--- src/rtl/weapons_pkg.sv ---
`default_nettype none
// ============================================================================
//  Module      : weapons_pkg
//  Description : Shared types and constants for the weapons trigger path:
//                sequencer state encoding, attack-mode code, default widths.
//  Revision    : 1.0 - initial release
// ============================================================================
package weapons_pkg;

    // Sequencer states; the encoding is fixed so waveform decoders and
    // downstream monitors can rely on it.
    typedef enum logic [1:0] {
        IDLE    = 2'd0,
        FIRE    = 2'd1,
        COOL    = 2'd2,
        LOCKOUT = 2'd3
    } state_t;

    // One-hot mode code that enables firing.
    localparam logic [3:0] ATTACK_MODE = 4'b0010;

    // Default width of the ammo / rate / shot-count datapaths.
    localparam int DEFAULT_AW = 9;

endpackage : weapons_pkg
`default_nettype wire

--- src/rtl/cooldown_timer.sv ---
`default_nettype none
// ============================================================================
//  Module      : cooldown_timer
//  Description : Loadable down-counter that spaces consecutive shots.
//                Loads on 'load', counts down while 'en' is high and holds
//                at zero; 'zero' flags an expired count.
//  Revision    : 1.0 - initial release
// ============================================================================
module cooldown_timer #(
    parameter int CDW = 4
) (
    input  logic           clk,
    input  logic           rst,
    input  logic           load,
    input  logic [CDW-1:0] load_val,
    input  logic           en,
    output logic           zero
);

    logic [CDW-1:0] r_cnt;

    // Load takes priority over counting so the value captured at shot exit
    // is never disturbed by a stale enable in the same cycle.
    always_ff @(posedge clk) begin
        if (rst) begin
            r_cnt <= '0;
        end else if (load) begin
            r_cnt <= load_val;
        end else if (en && (r_cnt != '0)) begin
            r_cnt <= r_cnt - CDW'(1);
        end
    end

    assign zero = (r_cnt == '0);

endmodule : cooldown_timer
`default_nettype wire

--- src/rtl/fire_control.sv ---
`default_nettype none
// ============================================================================
//  Module      : fire_control
//  Description : Trigger sequencer. Converts the pilot trigger level into
//                rate-limited single-cycle fire strobes (single shot or
//                fixed-length burst), gated on attack mode and ammo.
//  Revision    : 1.0 - initial release
// ============================================================================
module fire_control
    import weapons_pkg::*;
#(
    parameter int AW    = DEFAULT_AW,
    parameter int CDW   = 4,
    parameter int BURST = 3            // shots per burst, must be >= 1
) (
    input  logic           clk,
    input  logic           rst,
    input  logic           trigger,
    input  logic [3:0]     mode_selector,
    input  logic           burst_en,
    input  logic [CDW-1:0] cooldown,
    input  logic [AW-1:0]  ammo_level,
    input  logic [AW-1:0]  fire_rate,
    output logic           fire,
    output logic           busy,
    output logic           error,
    output logic           reload_req,
    output logic [AW-1:0]  shots_fired
);

    // Remaining shots after the first one of a burst.
    localparam logic [AW-1:0] c_burst_load = AW'(BURST - 1);

    state_t        r_state;
    logic          r_trigger_q;
    logic [AW-1:0] r_burst_left;
    logic [AW-1:0] r_shots_fired;
    logic          r_reload_req;

    logic w_rise;
    logic w_ok;
    logic w_cd_zero;
    logic w_cd_load;
    logic w_cd_en;

    // A shot is legal only in attack mode with a nonzero rate and at least
    // one shot's worth of ammo. Unsigned compare at AW bits.
    assign w_rise = trigger & ~r_trigger_q;
    assign w_ok   = (mode_selector == ATTACK_MODE) &&
                    (fire_rate != '0) &&
                    (ammo_level >= fire_rate);

    // The cooldown value is captured only when leaving FIRE, so edits to
    // 'cooldown' during COOL do not affect the running count.
    assign w_cd_load = (r_state == FIRE);
    assign w_cd_en   = (r_state == COOL);

    cooldown_timer #(
        .CDW (CDW)
    ) u_cooldown_timer (
        .clk      (clk),
        .rst      (rst),
        .load     (w_cd_load),
        .load_val (cooldown),
        .en       (w_cd_en),
        .zero     (w_cd_zero)
    );

    // Trigger history for edge detection and ammo-shortage flag.
    always_ff @(posedge clk) begin
        if (rst) begin
            r_trigger_q  <= 1'b0;
            r_reload_req <= 1'b0;
        end else begin
            r_trigger_q  <= trigger;
            r_reload_req <= (ammo_level < fire_rate);
        end
    end

    // Sequencer: state, burst bookkeeping and saturating shot counter.
    always_ff @(posedge clk) begin
        if (rst) begin
            r_state       <= IDLE;
            r_burst_left  <= '0;
            r_shots_fired <= '0;
        end else begin
            case (r_state)
                IDLE: begin
                    if (w_rise) begin
                        if (w_ok) begin
                            r_state      <= FIRE;
                            r_burst_left <= burst_en ? c_burst_load : '0;
                        end else begin
                            r_state <= LOCKOUT;
                        end
                    end
                end
                FIRE: begin
                    r_state <= COOL;
                    if (r_shots_fired != '1) begin
                        r_shots_fired <= r_shots_fired + AW'(1);
                    end
                end
                COOL: begin
                    // ok is re-evaluated here against the already-updated
                    // ammo level, so a burst stops cleanly on shortage.
                    if (w_cd_zero) begin
                        if (r_burst_left != '0) begin
                            if (w_ok) begin
                                r_state      <= FIRE;
                                r_burst_left <= r_burst_left - AW'(1);
                            end else begin
                                r_state <= LOCKOUT;
                            end
                        end else begin
                            r_state <= IDLE;
                        end
                    end
                end
                LOCKOUT: begin
                    if (!r_trigger_q) begin
                        r_state <= IDLE;
                    end
                end
                default: begin
                    r_state <= IDLE;
                end
            endcase
        end
    end

    // Moore decode of the registered state; no input reaches an output
    // combinationally.
    assign fire        = (r_state == FIRE);
    assign busy        = (r_state == FIRE) || (r_state == COOL);
    assign error       = (r_state == LOCKOUT);
    assign reload_req  = r_reload_req;
    assign shots_fired = r_shots_fired;

endmodule : fire_control
`default_nettype wire

--- config.mk ---
export PLATFORM = sky130hd
export DESIGN_NAME = fire_control
export DESIGN_NICKNAME = d
export VERILOG_FILES = /design/src/rtl/weapons_pkg.sv /design/src/rtl/cooldown_timer.sv /design/src/rtl/fire_control.sv
export SDC_FILE = /design/constraint.sdc
export NUM_CORES = 1
export LEC_CHECK = 0
export CORE_MARGIN = 1.5
export CORE_UTILIZATION = 45
export CTS_CLUSTER_SIZE = 14
export DETAILED_ROUTE_END_ITERATION = 7
export GPL_TIMING_DRIVEN = 0
export MAX_ROUTING_LAYER = met4
export PLACE_DENSITY = 0.85
export SYNTH_ARGS = -nofsm -noshare
export SYNTH_HDL_FRONTEND = slang
export SYNTH_HIERARCHICAL = 1
export SYNTH_SLANG_ARGS = --single-unit
--- constraint.sdc ---
create_clock -name clk -period 2.4 [get_ports clk]
set_clock_uncertainty 0.2 [all_clocks]
set_input_delay 0.48 -clock clk [delete_from_list [all_inputs] [get_ports clk]]
set_output_delay 0.48 -clock clk [all_outputs]
set_load 0.01 [all_outputs]
After elaboration in Yosys (flattened, before gate mapping):

Index checks and enable logic that the tools add are counted.

* register bits: 26
* bits of input ports: 30
* output and inout bits: 13
* word-level logic and storage cells: 53

* add/sub/neg operators: 3
* order comparisons: 2
* equality and inequality tests: 11
* mux-type cells: 15
* bitwise logic cells: 2
* reduce and logical (&&, ||, !) cells: 14

Operator list (number)
* 9-bit 2-to-1 mux: 5
* 9-bit case mux with 2 select lines: 1
* 9-bit nonzero test: 2
* 2-bit 2-to-1 mux: 6
* 2-bit inequality test, second input constant: 6
* 9-bit by 1-bit adder with 9-bit output, second input constant: 1
* 9-bit greater-or-equal comparator: 1
* 9-bit < comparator: 1
* 9-bit inequality test, second input constant: 1
* 9-bit by 1-bit subtractor with 9-bit output, second input constant: 1
* 4-bit 2-to-1 mux: 2
* 2-bit case mux with 4 select lines: 1
* 6-bit AND reduction: 1
* 2-bit == test, second input constant: 2
* 4-bit by 2-bit == test with 1-bit output, second input constant: 1
* 4-bit zero test: 1
* 2-bit nonzero test: 2
* 4-bit nonzero test: 1
* 4-bit by 1-bit subtractor with 4-bit output, second input constant: 1
* 1-bit logical AND: 3
* 3-bit AND reduction: 1
* 2-bit by 1-bit == test with 1-bit output, second input constant: 1
* 2-bit zero test: 1
* 2-bit AND reduction: 1
* 3 further kinds: 3

Depth between registers and ports, before layout:

Gate-level depths: netlist of run 1.

* word-level depth: 7
* gate-level depth with buffers: 10
* depth with buffers taken out: 9

Hierarchy:

The synthesis of run 1 kept the hierarchy.

Modules (own cells, without submodules)
* fire_control: instances 1, cells an instance 175, area an instance 1493.9 um^2, sequential area each 440.4 um^2
* cooldown_timer: instances 1, cells an instance 29, area an instance 262.8 um^2, sequential area each 80.1 um^2

Worst setup path after synthesis of run 1:

Ideal clock, no wire load.

* kind: register to register
* start point: register u_cooldown_timer.r_cnt[1]
* end point: register r_burst_left[7]
* library setup time: 133 ps
* data arrival time: 2060 ps
* data required time: 2067 ps
* path slack: 6 ps
* cell stages (with the launch flop): 10
* path buffers: 0
* period minus slack after synthesis: 2394 ps
* cells stage by stage: dfxtp_1 inv_1 ha_1 or3b_4 inv_1 mux2i_1 a21o_2 or2_2 o41ai_1 o41ai_1

* longest elaborated chain between the ends: 3

RTL lines
* start: declaration: line cooldown_timer.sv:20 `logic [CDW-1:0] r_cnt;`
* start signal: assignment: line cooldown_timer.sv:28 `r_cnt <= load_val;`
* start signal: assignment: line cooldown_timer.sv:30 `r_cnt <= r_cnt - CDW'(1);`
* 4-bit zero test: line cooldown_timer.sv:34 `assign zero = (r_cnt == '0);`
* named net w_cd_zero: line fire_control.sv:42 `logic w_cd_zero;`
* 2-bit inequality test (no source line)
* 6-bit AND reduction (no source line)
* end signal: assignment: line fire_control.sv:92 `r_burst_left <= burst_en ? c_burst_load : '0;`
* end signal: assignment: line fire_control.sv:111 `r_burst_left <= r_burst_left - AW'(1);`
* end: declaration: line fire_control.sv:36 `logic [AW-1:0] r_burst_left;`

The timed path passes the listed nets, and every way through them passes these cells.
A chain may end at the register's enable or synchronous reset.

Worst setup path after layout of run 1:

* start point: input port ammo_level[2]
* end point: register r_burst_left[7]

* longest elaborated chain between the ends: 4
* elaborated cells between the ends (all ways): 5
* those cells by class: order compare (1); eq/ne (2); reduce/logical (2)

RTL lines
* start: declaration: line fire_control.sv:22 `input logic [AW-1:0] ammo_level,`
* 9-bit greater-or-equal comparator (*): line fire_control.sv:51 `(ammo_level >= fire_rate);`
* 1-bit logical AND (*): line fire_control.sv:50 `(fire_rate != '0) &&`
* 2-bit inequality test (no source line)
* 6-bit AND reduction (no source line) (*)

Every way passes the cells marked *; elsewhere a longest branch is shown, timed or not.

==> impl_metrics.ini, run 1 <==
[outcome]
status = finished, final reports clean

[place]
gp_congestion = 0.840
place_area_sq_um = 2240
pre_cts_ws_ns = -0.632
port_buffers = 42
hpwl_um = 2980

[detailed_routing]
viasPerCell = 5.60
drt_iter0_markers = 67
ant_nets = 0
drt_first_pass_iters = 4
num_vias = 1737
wl_per_cell_um = 14.3
drc = 0
routed_wl_um = 4430

[setup_path]
crit_chain = clkdlybuf4s50_1 -> ha_4 -> nand4_1 -> a211o_2 -> and3_4 -> o41ai_4 -> o41ai_2
cpMaxStageDelayCell = clkdlybuf4s50_1
cp-end-kind = flip-flop
crit_fanout = 5
required_ns = 2.36
critPathMaxStageDelay_ns = 0.45
cp-start-kind = primary input
crit_arrival_ns = 2.33
critical_path_class = in2reg

[grt]
grt_pass1_wl_um = 6930
grt-ovfl-total = 0
grtUsageTotal_pct = 21.3
grt_pass1_vias = 1628
antenna_found_initial = 0
grt_max_degree = 16

[power_and_ir_drop]
p_leak_nw = 1.10
ir_drop_mv = 0.285
powerDensity_nw_per_um2 = 705
power.internal_w = 0.00116
p_seq_share_pct = 29.5
pwr-share-comb_pct = 50.7
switchingPower_w = 0.000691
p_clk_share_pct = 19.8
switching_share_pct = 37.3

[floorplan]
ios = 43
die_w_um = 65.5
num_rows = 22
coreArea_sq_um = 3720
initial_utilization_pct = 47.3
dieArea_sq_um = 4290
die_h_um = 65.5

[clock_tree]
numCtsBuffers = 3
cts_buffer_depth = 2
clkLatencyLatePin_ns = 0.28
cts.clk_slew.worst_paths_ns = 0.09
root_buffer = clkbuf_8
cts.sink_count = 26
tritoncts = done
cts_max_level = 1

[run]
drv_cap = 0

[logic_synthesis]
ys_seq_area_share_pct = 29.6
yosysUniqueCellTypes = 51
avgSynthCellArea_sq_um = 8.61
yosysWarnings = 6
netlist_area_sq_um = 1760
syn_nets = 252
netlist_instances = 204
ys_ff_latch = 26
async_reset_ff_share_pct = 0
synthFlopType = dfxtp_1
synth_edf_count = 0

[final_layout]
fin_util_pct = 70.7
syn2layout_area_growth_pct = 49.5
multi_input_area_sq_um = 1340
regArea_sq_um = 520
antenna_cells = 0
fin_nets = 311
fillers = 277
final_area_sq_um = 2630
drive_above_1_share_pct = 25.2

[timing]
fmax_mhz = 421
setup_violations = 0
worst_slew_pin_slew_ns = 0.533
hold_viol_final = 0
hold_ws_ns = 0.263
setup_tns_ns = 0
period_minus_slack_ns = 2.38
finalMaxSlewViolations = 0
setup_ws_ns = 0.0233
relSlewSlack_pct = 64.1
final.period_utilization_pct = 99.0
rsz0062_at_grt = yes

[hold_path]
hp-class = reg2reg
[through the flow]
step / total power, W / std cells
floorplan: 0.00109 / 204
global placement: 0.00130 / 294
detailed placement: 0.00132 / 294
CTS: 0.00177 / 304
global route: 0.00198 / 310
finish: 0.00185 / 310
[kinds of logic after synthesis]
| group | synth area share, % |
|---|---|
| AO/OA/AOI/OAI | 22.2 |
| XOR/XNOR | 2.49 |
| adder cells (fa/ha/maj) | 12.8 |
| buffers and inverters | 6.05 |
| flip-flops | 29.6 |
| multiplexers | 2.28 |
| AND/OR/NAND/NOR | 24.6 |
[synth_stat cells, types with 2 or more instances]
cell type	number	area share [%]
dfxtp_1	26	30
inv_1	24	5.1
ha_1	18	13
nor2_1	18	3.8
nand2_1	13	2.8
a21oi_1	12	3.4
nand3_1	6	1.7
nand4_1	6	2.1
nor2b_1	5	1.8
o21ai_0	5	1.4
mux2i_1	4	2.3
nor3_1	4	1.1
xor2_1	4	2.0
a211oi_1	3	1.3
a21o_1	3	1.3
and3_1	3	1.1
clkbuf_1	3	0.64
nor4_1	3	1.1
o31ai_1	3	1.3
o41ai_1	3	1.5
or3_1	3	1.1
a311oi_1	2	1.0
nor4b_2	2	1.7
o311ai_0	2	1.0
o32ai_1	2	1.0
or2_2	2	0.71
[critical path, delay by kind of cell]
family                   cells  cell delay [ns]
AO/OA/AOI/OAI                3             0.75
buffers and inverters        1             0.45
AND/OR/NAND/NOR              2             0.35
adder cells (fa/ha/maj)      1             0.29
[flip-flops by register name, indices dropped and copies added (netlist names)]
| register | flops |
|---|---|
| r_burst_left | 9 |
| r_state | 2 |
| r_trigger_q | 1 |
| reload_req | 1 |
| shots_fired | 9 |
| u_cooldown_timer/r_cnt | 4 |
[worst paths after layout]
check | start | to | slack [ns] | cells past startpoint
setup reg to reg | u_cooldown_timer/r_cnt[1] | r_burst_left[6] | 0.04 | 9
hold / removal | r_burst_left[8] | r_burst_left[8] | 0.26 | 2
hold reg to reg | r_burst_left[8] | r_burst_left[8] | 0.26 | 2
setup / recovery | ammo_level[2] | r_burst_left[7] | 0.02 | 7
[what timing repair did]
| item | CTS | global route |
|---|---|---|
| pin swaps | 8 | 10 |
| gates resized for setup | 32 | 24 |
| buffers inserted | 6 | 6 |
| setup endpoints to repair | 10 | 14 |
| hold buffers | 0 | 0 |
| hold endpoints to repair | 0 | 0 |
[power by group through the flow]
stage          registers, W  clock network (W)  logic (W)
4_1_cts            0.000544           0.000373   0.000855
2_1_floorplan      0.000547                  0   0.000539
3_5_place_dp       0.000552                  0   0.000772
3_3_place_gp       0.000547                  0   0.000755
6_report           0.000546           0.000367   0.000939
5_1_grt            0.000556           0.000384    0.00104
[layout by cell type, fill, tap and decap left out, types with 2 or more instances in the layout]
cell             count
a211oi_1             3
a21o_1               3
a21oi_1             11
a311oi_1             2
and3_1               2
buf_4               12
clkbuf_1             2
clkbuf_2             2
clkbuf_8             3
clkdlybuf4s15_1      3
clkdlybuf4s50_1     29
dfxtp_1             26
dlygate4sd2_1        2
dlymetal6s2s_1       8
ha_1                 9
ha_4                 8
inv_1               16
inv_2                8
mux2i_1              4
nand2_1             13
nand3_1              5
nand4_1              6
nor2_1              18
nor2b_1              5
nor3_1               2
nor3_2               2
nor4_1               2
nor4b_2              2
o21ai_0              5
o31ai_1              3
o32ai_1              2
o41ai_4              2
or3_1                2
xor2_1               4
[layout make-up]
class | instances | share of cell area [%]
clock buffers | 3 | 1.57
plain buffers | 4 | 0.667
multi-input cells | 150 | 51.0
repair buffers | 54 | 20.1
inverters | 24 | 3.43
well taps | 48 | 2.29
clock inverters | 1 | 1.14
flip-flops and latches | 26 | 19.8
[layer usage]
| metal | part of all wire, % | GRT usage (%) |
|---|---|---|
| met1 | 42 | 24.0 |
| met2 | 52 | 37.6 |
| met3 | 3.2 | 2.57 |
| met4 | 2.5 | 9.90 |
| met5 | 0 | - |
No activity file was read; power rests on OpenSTA's default activity.
==> run 2: changes to the inputs <==
Settings changed: ABC_AREA set to 1, CORE_UTILIZATION 45 to 54, PLACE_DENSITY 0.85 to 0.94, SYNTH_HIERARCHICAL 1 to unset.
Clock period 2.4 ns to 2.8 ns, I/O delays scaled along.
==> run 2 against run 1 <==
Against the previous run: cell count rose by 13%; via count rose by 5.0%; synthesized cell count rose by 27%; register-to-register slack improved by 0.69 ns; sequential power fell by 12%; first-iteration DRC count rose by 79%.
==> impl_metrics.ini, run 2 <==
[logic_synthesis]
yosysUniqueCellTypes = 34
netlist_area_sq_um = 1820
ys_seq_area_share_pct = 28.7
synthTopCellsByArea = dfxtp_1 29%, ha_1 12%, nand2_1 9.7%
yosysWarnings = 0
async_reset_ff_share_pct = 0
syn_nets = 307
avgSynthCellArea_sq_um = 7.01
synth_top_area_share_pct = 28.7
yosysTopAreaCell = dfxtp_1
synthFlopType = dfxtp_1
synth_most_common_cell = nand2_1
synth_common_cells = 47 x nand2_1, 40 x inv_1, 33 x nor2_1
ys_ff_latch = 26
synth_edf_count = 0
netlist_instances = 259

[final_layout]
layout_commonest_cell = nand2_1
antenna_cells = 0
mostFrequentLayoutCells = 47 x nand2_1, 42 x clkdlybuf4s50_1, 40 x inv_1, 33 x nor2_1, 26 x dfxtp_1
syn2layout_area_growth_pct = 29.1
fin_nets = 354
drive_above_1_share_pct = 9.51

[timing]
relSlewSlack_pct = 61.8
setup_violations = 0
fmax_mhz = 389
final.period_utilization_pct = 91.8
worst_slew_pin_slew_ns = 0.573
finalMaxSlewViolations = 0
hold_viol_final = 0
hold_ws_ns = 0.310
rsz0062_at_grt = no
setup_ws_ns = 0.231
setup_tns_ns = 0
period_minus_slack_ns = 2.57

[grt]
grt-ovfl-total = 0
grtUsageTotal_pct = 24.5
grt_pass1_wl_um = 6760
grt_pass1_vias = 1734
grt_max_degree = 16
antenna_found_initial = 0

[clock_tree]
cts.clk_slew.worst_paths_ns = 0.16
numCtsBuffers = 3
root_buffer = clkbuf_4
cts.sink_count = 26
cts_buffer_depth = 2
cts_max_level = 1
clkLatencyLatePin_ns = 0.34
ctsResizeCount = 0
tritoncts = done
cts_setup_buffers = 0
holdBufCountCts = 0

[setup_path]
required_ns = 2.04
crit_buf_inv = 2
cp-start-kind = flip-flop
cpMaxStageDelayCell = clkdlybuf4s50_1
crit_family = buffers and inverters
critical_path_class = reg2out
crit_fanout = 8
crit_arrival_ns = 1.81
critPathMaxStageDelay_ns = 0.60
cp-end-kind = output pin
crit_chain = inv_1 -> ha_1 -> clkdlybuf4s50_1

[floorplan]
initial_utilization_pct = 58.0
die_h_um = 61.0
dieArea_sq_um = 3720
coreArea_sq_um = 3130
die_w_um = 61.0
num_rows = 20
ios = 43

[place]
hpwl_um = 3220
pre_cts_ws_ns = -0.0248
port_buffers = 42
gp_congestion = 0.857

[run]
drv_cap = 0

[detailed_routing]
wl_per_cell_um = 11.7
viasPerCell = 5.23
num_vias = 1824
drt_first_pass_iters = 5
drt_iter0_markers = 120
drc = 0
ant_nets = 0
routed_wl_um = 4090

[power_and_ir_drop]
powerDensity_nw_per_um2 = 669
ir_drop_mv = 0.580
p_leak_nw = 1.08

[hold_path]
hp-class = reg2reg

[outcome]
status = finished, final reports clean
run 2: changes by cell type after synthesis, moves of 6 or more:
cell / change
a21oi_1: +7
inv_1: +16
nand2_1: +34
nand2_2: +6
nor2_1: +15
o21ai_0: +7
run 2: worst paths after layout:
| path | depth (start not counted) | startpoint | end | slack (ns) |
|---|---|---|---|---|
| worst max-delay path | 3 | r_state[1] | fire | 0.23 |
| worst min-delay path | 2 | u_cooldown_timer.r_cnt[3] | u_cooldown_timer.r_cnt[3] | 0.31 |
| worst min register to register | 2 | u_cooldown_timer.r_cnt[3] | u_cooldown_timer.r_cnt[3] | 0.31 |
| worst max register to register | 11 | r_state[1] | shots_fired[7] | 0.73 |
run 2: cell type report:
type	count	area, sq um
Clock inverter	1	30.0
Sequential cell	26	520
Timing Repair Buffer	42	420
Tap cell	44	55.1
Inverter	42	159
Multi-Input combinational cell	188	1120
Buffer	3	15.0
Clock buffer	3	22.5
Fill cell	251	785
run 2: metrics by stage:
| stage | std cells | area (sq um) | util, % | power [W] |
|---|---|---|---|---|
| 2_1_floorplan | 259 | 1820 | - | 0.00105 |
| 3_3_place_gp | 345 | 2290 | 73.2 | 0.00126 |
| 3_5_place_dp | 345 | 2290 | 73.2 | 0.00130 |
| 4_1_cts | 349 | 2340 | 74.9 | 0.00157 |
| 5_1_grt | 349 | 2340 | 74.9 | 0.00169 |
| 6_report | 349 | 2340 | 74.9 | 0.00157 |
run 2: worst reg2reg max path, delay by kind of cell (launching register included):
family,cells,cell delay (ns)
buffers and inverters,3,0.34
AOI/OAI and AO/OA,2,0.17
adders and majority gates,1,0.36
and+or+nand+nor,5,0.54
DFF,1,0.37
run 2: kinds of logic (layout without fill, tap and decap cells):
logic type	count (synthesis)	in the layout	synth area share, %
simple gates	123	123	33.8
xor+xnor	4	4	1.93
buf+inv	45	91	9.58
compound gates	43	43	13.6
fa+ha+maj	18	18	12.4
flops	26	26	28.7
run 2: layer usage:
metal / routed length (um) / global-route usage [%]
met3: 225 / 5.54
met2: 2080 / 44.1
met5: 0 / -
met4: 48 / 6.83
met1: 1730 / 27.0
run 2: where the power goes:
| group | switching [W] | internal [W] |
|---|---|---|
| registers | 0.0000505 | 0.000431 |
| logic | 0.000481 | 0.000340 |
| clock network | 0.000122 | 0.000145 |
==> run 3: changes to the inputs <==
Settings changed: CELL_PAD_IN_SITES_DETAIL_PLACEMENT set to 0, CELL_PAD_IN_SITES_GLOBAL_PLACEMENT set to 1, CORE_UTILIZATION 54 to 38, PLACE_DENSITY 0.94 to 0.93.
==> run 3 against run 2 <==
Against the previous run: cell count up 2.3%; register-to-register slack hardly changed; total power down 2.3%; wire length fell by 5.7%; non-clock buffer count unchanged; sequential power is 0.8% lower; first-iteration DRC count down 44%; hold slack got worse by 0.016 ns; die area rose by 40%; critical path type is now in2reg; largest cell class unchanged; largest power group unchanged; highest routed layer unchanged.
==> impl_metrics.ini, run 3 (synthesized netlist as in run 2, its figures left out) <==
[setup_path]
required_ns = 2.81
r2r_start = shots_fired[0]
reg2reg_to = shots_fired[7]
cp-start-kind = primary input
crit_arrival_ns = 2.47
reg2reg_slack_ns = 0.74
critical_path_class = in2reg
cp-end-kind = flip-flop
ff2ff_path_depth = 12
crit_fanout = 10

[grt]
grt_pass1_vias = 1676
grt_max_degree = 15
grtUsageTotal_pct = 16.7
grt-ovfl-total = 0
antenna_found_initial = 0
grt_pass1_wl_um = 6990

[floorplan]
dieArea_sq_um = 5200
die_w_um = 72.1
ios = 43
num_rows = 24
die_h_um = 72.1
initial_utilization_pct = 40.6
coreArea_sq_um = 4470

[place]
port_buffers = 42
gp_congestion = 0.825
place_inst = 353
place_area_sq_um = 2300
hpwl_um = 3070

[clock_tree]
numCtsBuffers = 3
holdBufCountCts = 0
cts_setup_buffers = 0
cts.sink_count = 26
root_buffer = clkbuf_8
ctsResizeCount = 0
tritoncts = done
cts_max_level = 1
clkLatencyLatePin_ns = 0.27
cts_buffer_depth = 2
cts.clk_slew.worst_paths_ns = 0.09

[power_and_ir_drop]
powerDensity_nw_per_um2 = 650
ir_drop_mv = 0.300
p_total_w = 0.00153
p_leak_nw = 1.08

[timing]
setup_violations = 0
relSlewSlack_pct = 62.8
fmax_mhz = 405
finalMaxSlewViolations = 0
hold_viol_final = 0
rsz0062_at_grt = no
worst_slew_pin_slew_ns = 0.558
setup_tns_ns = 0
final.period_utilization_pct = 88.1
period_minus_slack_ns = 2.47

[detailed_routing]
drc = 0
wl_per_cell_um = 10.8
routed_wl_um = 3850
num_vias = 1745
ant_nets = 0
viasPerCell = 4.89
drt_first_pass_iters = 4
drt_iter0_markers = 67

[hold_path]
min_from = u_cooldown_timer.r_cnt[3]
hold_depth = 2
hp-class = reg2reg
hold_path_end = u_cooldown_timer.r_cnt[3]

[final_layout]
drive_above_1_share_pct = 9.51
finalNonFillerCells = 357
fillers = 460
antenna_cells = 0
syn2layout_area_growth_pct = 29.8
mostFrequentLayoutCells = 47 x nand2_1, 42 x clkdlybuf4s50_1, 40 x inv_1, 33 x nor2_1, 26 x dfxtp_1
layout_commonest_cell = nand2_1
fin_nets = 354
final_area_sq_um = 2360

[outcome]
status = finished, final reports clean

[run]
drv_cap = 0
==> run 3: where the power goes <==
group / total [W] / internal, W / switching [W]
combinational: 0.000808 / 0.000338 / 0.000470
sequential: 0.000477 / 0.000430 / 0.0000467
clock: 0.000247 / 0.000126 / 0.000121
total: 0.00153 / 0.000894 / 0.000638
==> run 3: final cells by class <==
class / count / area, sq um / share of cell area, %
Sequential cell: 26 / 520 / 22.1
Timing Repair Buffer: 42 / 420 / 17.8
Tap cell: 52 / 65.1 / 2.76
Buffer: 3 / 15.0 / 0.637
Inverter: 42 / 159 / 6.74
Clock buffer: 4 / 55.1 / 2.34
Multi-Input combinational cell: 188 / 1120 / 47.6
==> run 3: through the flow <==
| step | util, % | worst slack, ns | hold WS (ns) |
|---|---|---|---|
| 5_1_grt | 52.7 | 0.133 | 0.327 |
| 3_3_place_gp | 51.4 | 0.0483 | 0.273 |
| 6_report | 52.7 | 0.334 | 0.294 |
| 3_5_place_dp | 51.4 | 0.0378 | 0.284 |
| 2_1_floorplan | - | 0.749 | 0.264 |
| 4_1_cts | 52.7 | 0.319 | 0.297 |
==> run 3: how the worst max path moves through the flow <==
stage,from,endpoint,slack [ns],cells past startpoint
6_report,fire_rate[8],r_burst_left[2],0.33,10
5_1_grt,fire_rate[8],r_burst_left[2],0.13,10
4_1_cts,r_state[1],fire,0.32,3
3_5_place_dp,fire_rate[8],r_burst_left[1],0.04,11
3_3_place_gp,fire_rate[8],r_burst_left[1],0.05,11
2_1_floorplan,fire_rate[8],r_burst_left[1],0.75,10
==> run 3: critical path: stages <==
cell and delay, ns:
clkdlybuf4s50_1 0.45, inv_1 0.06, ha_1 0.29, nand2_1 0.09
inv_1 0.05, a21oi_2 0.16, nand4_2 0.32, nand3_4 0.28
nand2_1 0.08, a21oi_1 0.12
==> run 3: layer usage <==
metal  GRT usage [%]  vias up  part of all wire (%)
met5               -        -                     0
met4            2.52        0                  0.60
met2            28.8       32                    49
met3            2.92        2                   3.0
li1                -      935                     -
met1            21.0      776                    48
==> RTL edit, RTL diff (flow settings as in run 1) <==
Reset style: asynchronous (`rst`), changed in 3 clocked blocks.
--- a/src/rtl/cooldown_timer.sv
+++ b/src/rtl/cooldown_timer.sv
@@ -21,7 +21,7 @@
 
     // Load takes priority over counting so the value captured at shot exit
     // is never disturbed by a stale enable in the same cycle.
-    always_ff @(posedge clk) begin
+    always_ff @(posedge clk or posedge rst) begin
         if (rst) begin
             r_cnt <= '0;
         end else if (load) begin
--- a/src/rtl/fire_control.sv
+++ b/src/rtl/fire_control.sv
@@ -67,7 +67,7 @@
     );
 
     // Trigger history for edge detection and ammo-shortage flag.
-    always_ff @(posedge clk) begin
+    always_ff @(posedge clk or posedge rst) begin
         if (rst) begin
             r_trigger_q  <= 1'b0;
             r_reload_req <= 1'b0;
@@ -78,7 +78,7 @@
     end
 
     // Sequencer: state, burst bookkeeping and saturating shot counter.
-    always_ff @(posedge clk) begin
+    always_ff @(posedge clk or posedge rst) begin
         if (rst) begin
             r_state       <= IDLE;
             r_burst_left  <= '0;
Function: differs if rst is asserted again (counterexample within 4 cycles, from zero or initial values and one cycle with rst high); with rst held inactive, the same outputs for 10 cycles.
==> RTL edit against run 1 <==
  * Total power is 27% higher
  * Fmax is 0.82% higher
  * Worst setup slack improved by 19 ps
  * Largest cell class unchanged
  * Routed wire length increased by 1.1%
  * Sequential cell count unchanged
  * Synthesized area down 0.93%
  * Design area decreased by 2.7%
  * Sequential power increased by 29%
==> RTL edit: results (changes against run 1) <==
Worst setup path
  • CP arrival: 2300 ps (-30 ps)
  • Crit Path Max Fanout: 7 (+2)

Yosys
  • Number of distinct library cells after synthesis: 41 (-20%)
  • Ys Warns: 6 (unchanged)
  • Synth top area cells: dfrtp_1, ha_1, inv_1
  • Post-synthesis sequential area ratio: 37.4% (+7.8 points)
  • Area leader, netlist: dfrtp_1
  • Syn_nets: 231 (-8.3%)
  • Fraction of registers with async set/reset: 100% (+100 points)
  • Top post-synthesis cells by count: dfrtp_1, inv_1, ha_1, a21oi_1, nand2_1

Pwr
  • Leakage: 0.00114 uW (+4.4%)
  • VDD IR max: 0.000409 V (+44%)

Finish
  • Area delta synth->final: 46.9%
  • Fin nets: 287 (-7.7%)
  • Layout cells sized above 1: 21.0% (-4.2 points)
  • ANT cells: 0 (unchanged)
  • Filler Cell Count: 278 (+0.36%)

Route
  • DRT Pass-1 Iters: 4 (unchanged)
  • Top Layer Used: met4
  • Routed wl met3: 206 um (+44%)
  • DR WL/cell: 15.7 um (+9.6%)
  • Via count: 1,619 (-6.8%)
  • Post-route met1 wirelength: 1700 um (-8.7%)
  • Met2 wire len: 2430 um (+5.2%)
  • Starting DRT DRC Count: 66 (-1.5%)

CTS
  • CTS max path bufs: 2 (unchanged)
  • Clock transition at path regs: 90 ps (about the same)
  • Clk Latency, worst-skew pair: 260 ps (-20 ps)
  • CTS H-tree depth: 1 (unchanged)
  • Root Driver: clkbuf_8
  • Total CTS buffers: 3 (unchanged)

Outcome
  • Status: completed

Placement
  • Dpl hpwl: 2710 um (-8.9%)
  • Placed cell area: 2230 um^2 (-0.17%)
  • Gp weighted congestion: 0.785 (-6.5%)
  • Dpl ws: -554 ps (+78.1 ps)
  • IO Port Bufs: 42 (unchanged)

GRT
  • First-pass GRT wire length: 6460 um (-6.9%)
  • GRT Resource Usage Total: 19.8% (-1.5 points)
  • Vias in the first global route: 1,466 (-10%)
  • Largest net degree at the start of global routing: 23 (+7)
  • Initial antenna violation count: 0 (unchanged)

Timing
  • Worst-margin pin slew: 828 ps (+295 ps)

Min path
  • Type of the worst min-delay path: in2async
[RTL edit: metal layers]
layer	vias to the layer above	GRT usage, %
met4	0	6.25
li1	767	-
met3	13	2.23
met5	-	-
met1	777	23.9
met2	62	34.9
[RTL edit: path summary, 6_finish.rpt]
check	from	endpoint	slack, ps	cells after the start
max in group asynchronous	rst	r_burst_left[7]	980	2
max	u_cooldown_timer/r_cnt[0]	r_burst_left[6]	40	10
min reg2reg	shots_fired[6]	shots_fired[6]	290	1
min in group clk	shots_fired[6]	shots_fired[6]	290	1
min	rst	u_cooldown_timer/r_cnt[3]	220	2
max reg2reg	u_cooldown_timer/r_cnt[0]	r_burst_left[6]	40	10
[RTL edit: critical path: stages (launching register included)]
cell	delay (ps)
dfrtp_1	400
inv_2	80
ha_4	120
or3b_4	380
inv_2	80
nor2b_4	50
a211oi_4	210
o211ai_4	120
buf_4	180
o31ai_1	290
o31ai_2	110
[RTL edit: repair_timing]
action                                  4_1_cts  5_1_grt
gates resized for setup                      22       25
pin swaps                                     9       10
hold buffers                                  0        0
setup buffers                                 7        1
endpoints found under the setup margin       10       12
gates cloned                                  0        1
[RTL edit: logic make-up (layout without fill, tap and decap cells)]
group           Yosys count  count (layout)  synth area share [%]
compound gates           43              43                  18.0
fa+ha+maj                18              18                  12.9
xor+xnor                  7               7                  3.52
mux                       2               2                  1.29
flops                    26              26                  37.4
simple gates             62              62                  21.0
buf+inv                  25              80                  5.89
[RTL edit: through the flow]
stage	instances	TNS [ps]
2_1_floorplan	183	0
3_3_place_gp	273	-3790
3_5_place_dp	273	-4510
4_1_cts	284	0
5_1_grt	286	-182
6_report	286	0
[RTL edit: layout make-up]
| type | count | share of cell area (%) |
|---|---|---|
| Clock buffer | 3 | 1.62 |
| Buffer | 5 | 1.62 |
| Inverter | 20 | 2.94 |
| Timing Repair Buffer | 51 | 19.5 |
| Clock inverter | 1 | 1.17 |
| Tap cell | 48 | 2.35 |
| Multi-Input combinational cell | 132 | 45.4 |
| Sequential cell | 26 | 25.5 |
[RTL edit: where the power goes]
part | switching, uW | internal [uW] | leakage [uW] | total [uW]
Clock | 135 | 223 | 0.0000357 | 358
Combinational | 628 | 652 | 0.000781 | 1280
Sequential | 140 | 565 | 0.000327 | 705
Total | 904 | 1440 | 0.00114 | 2340
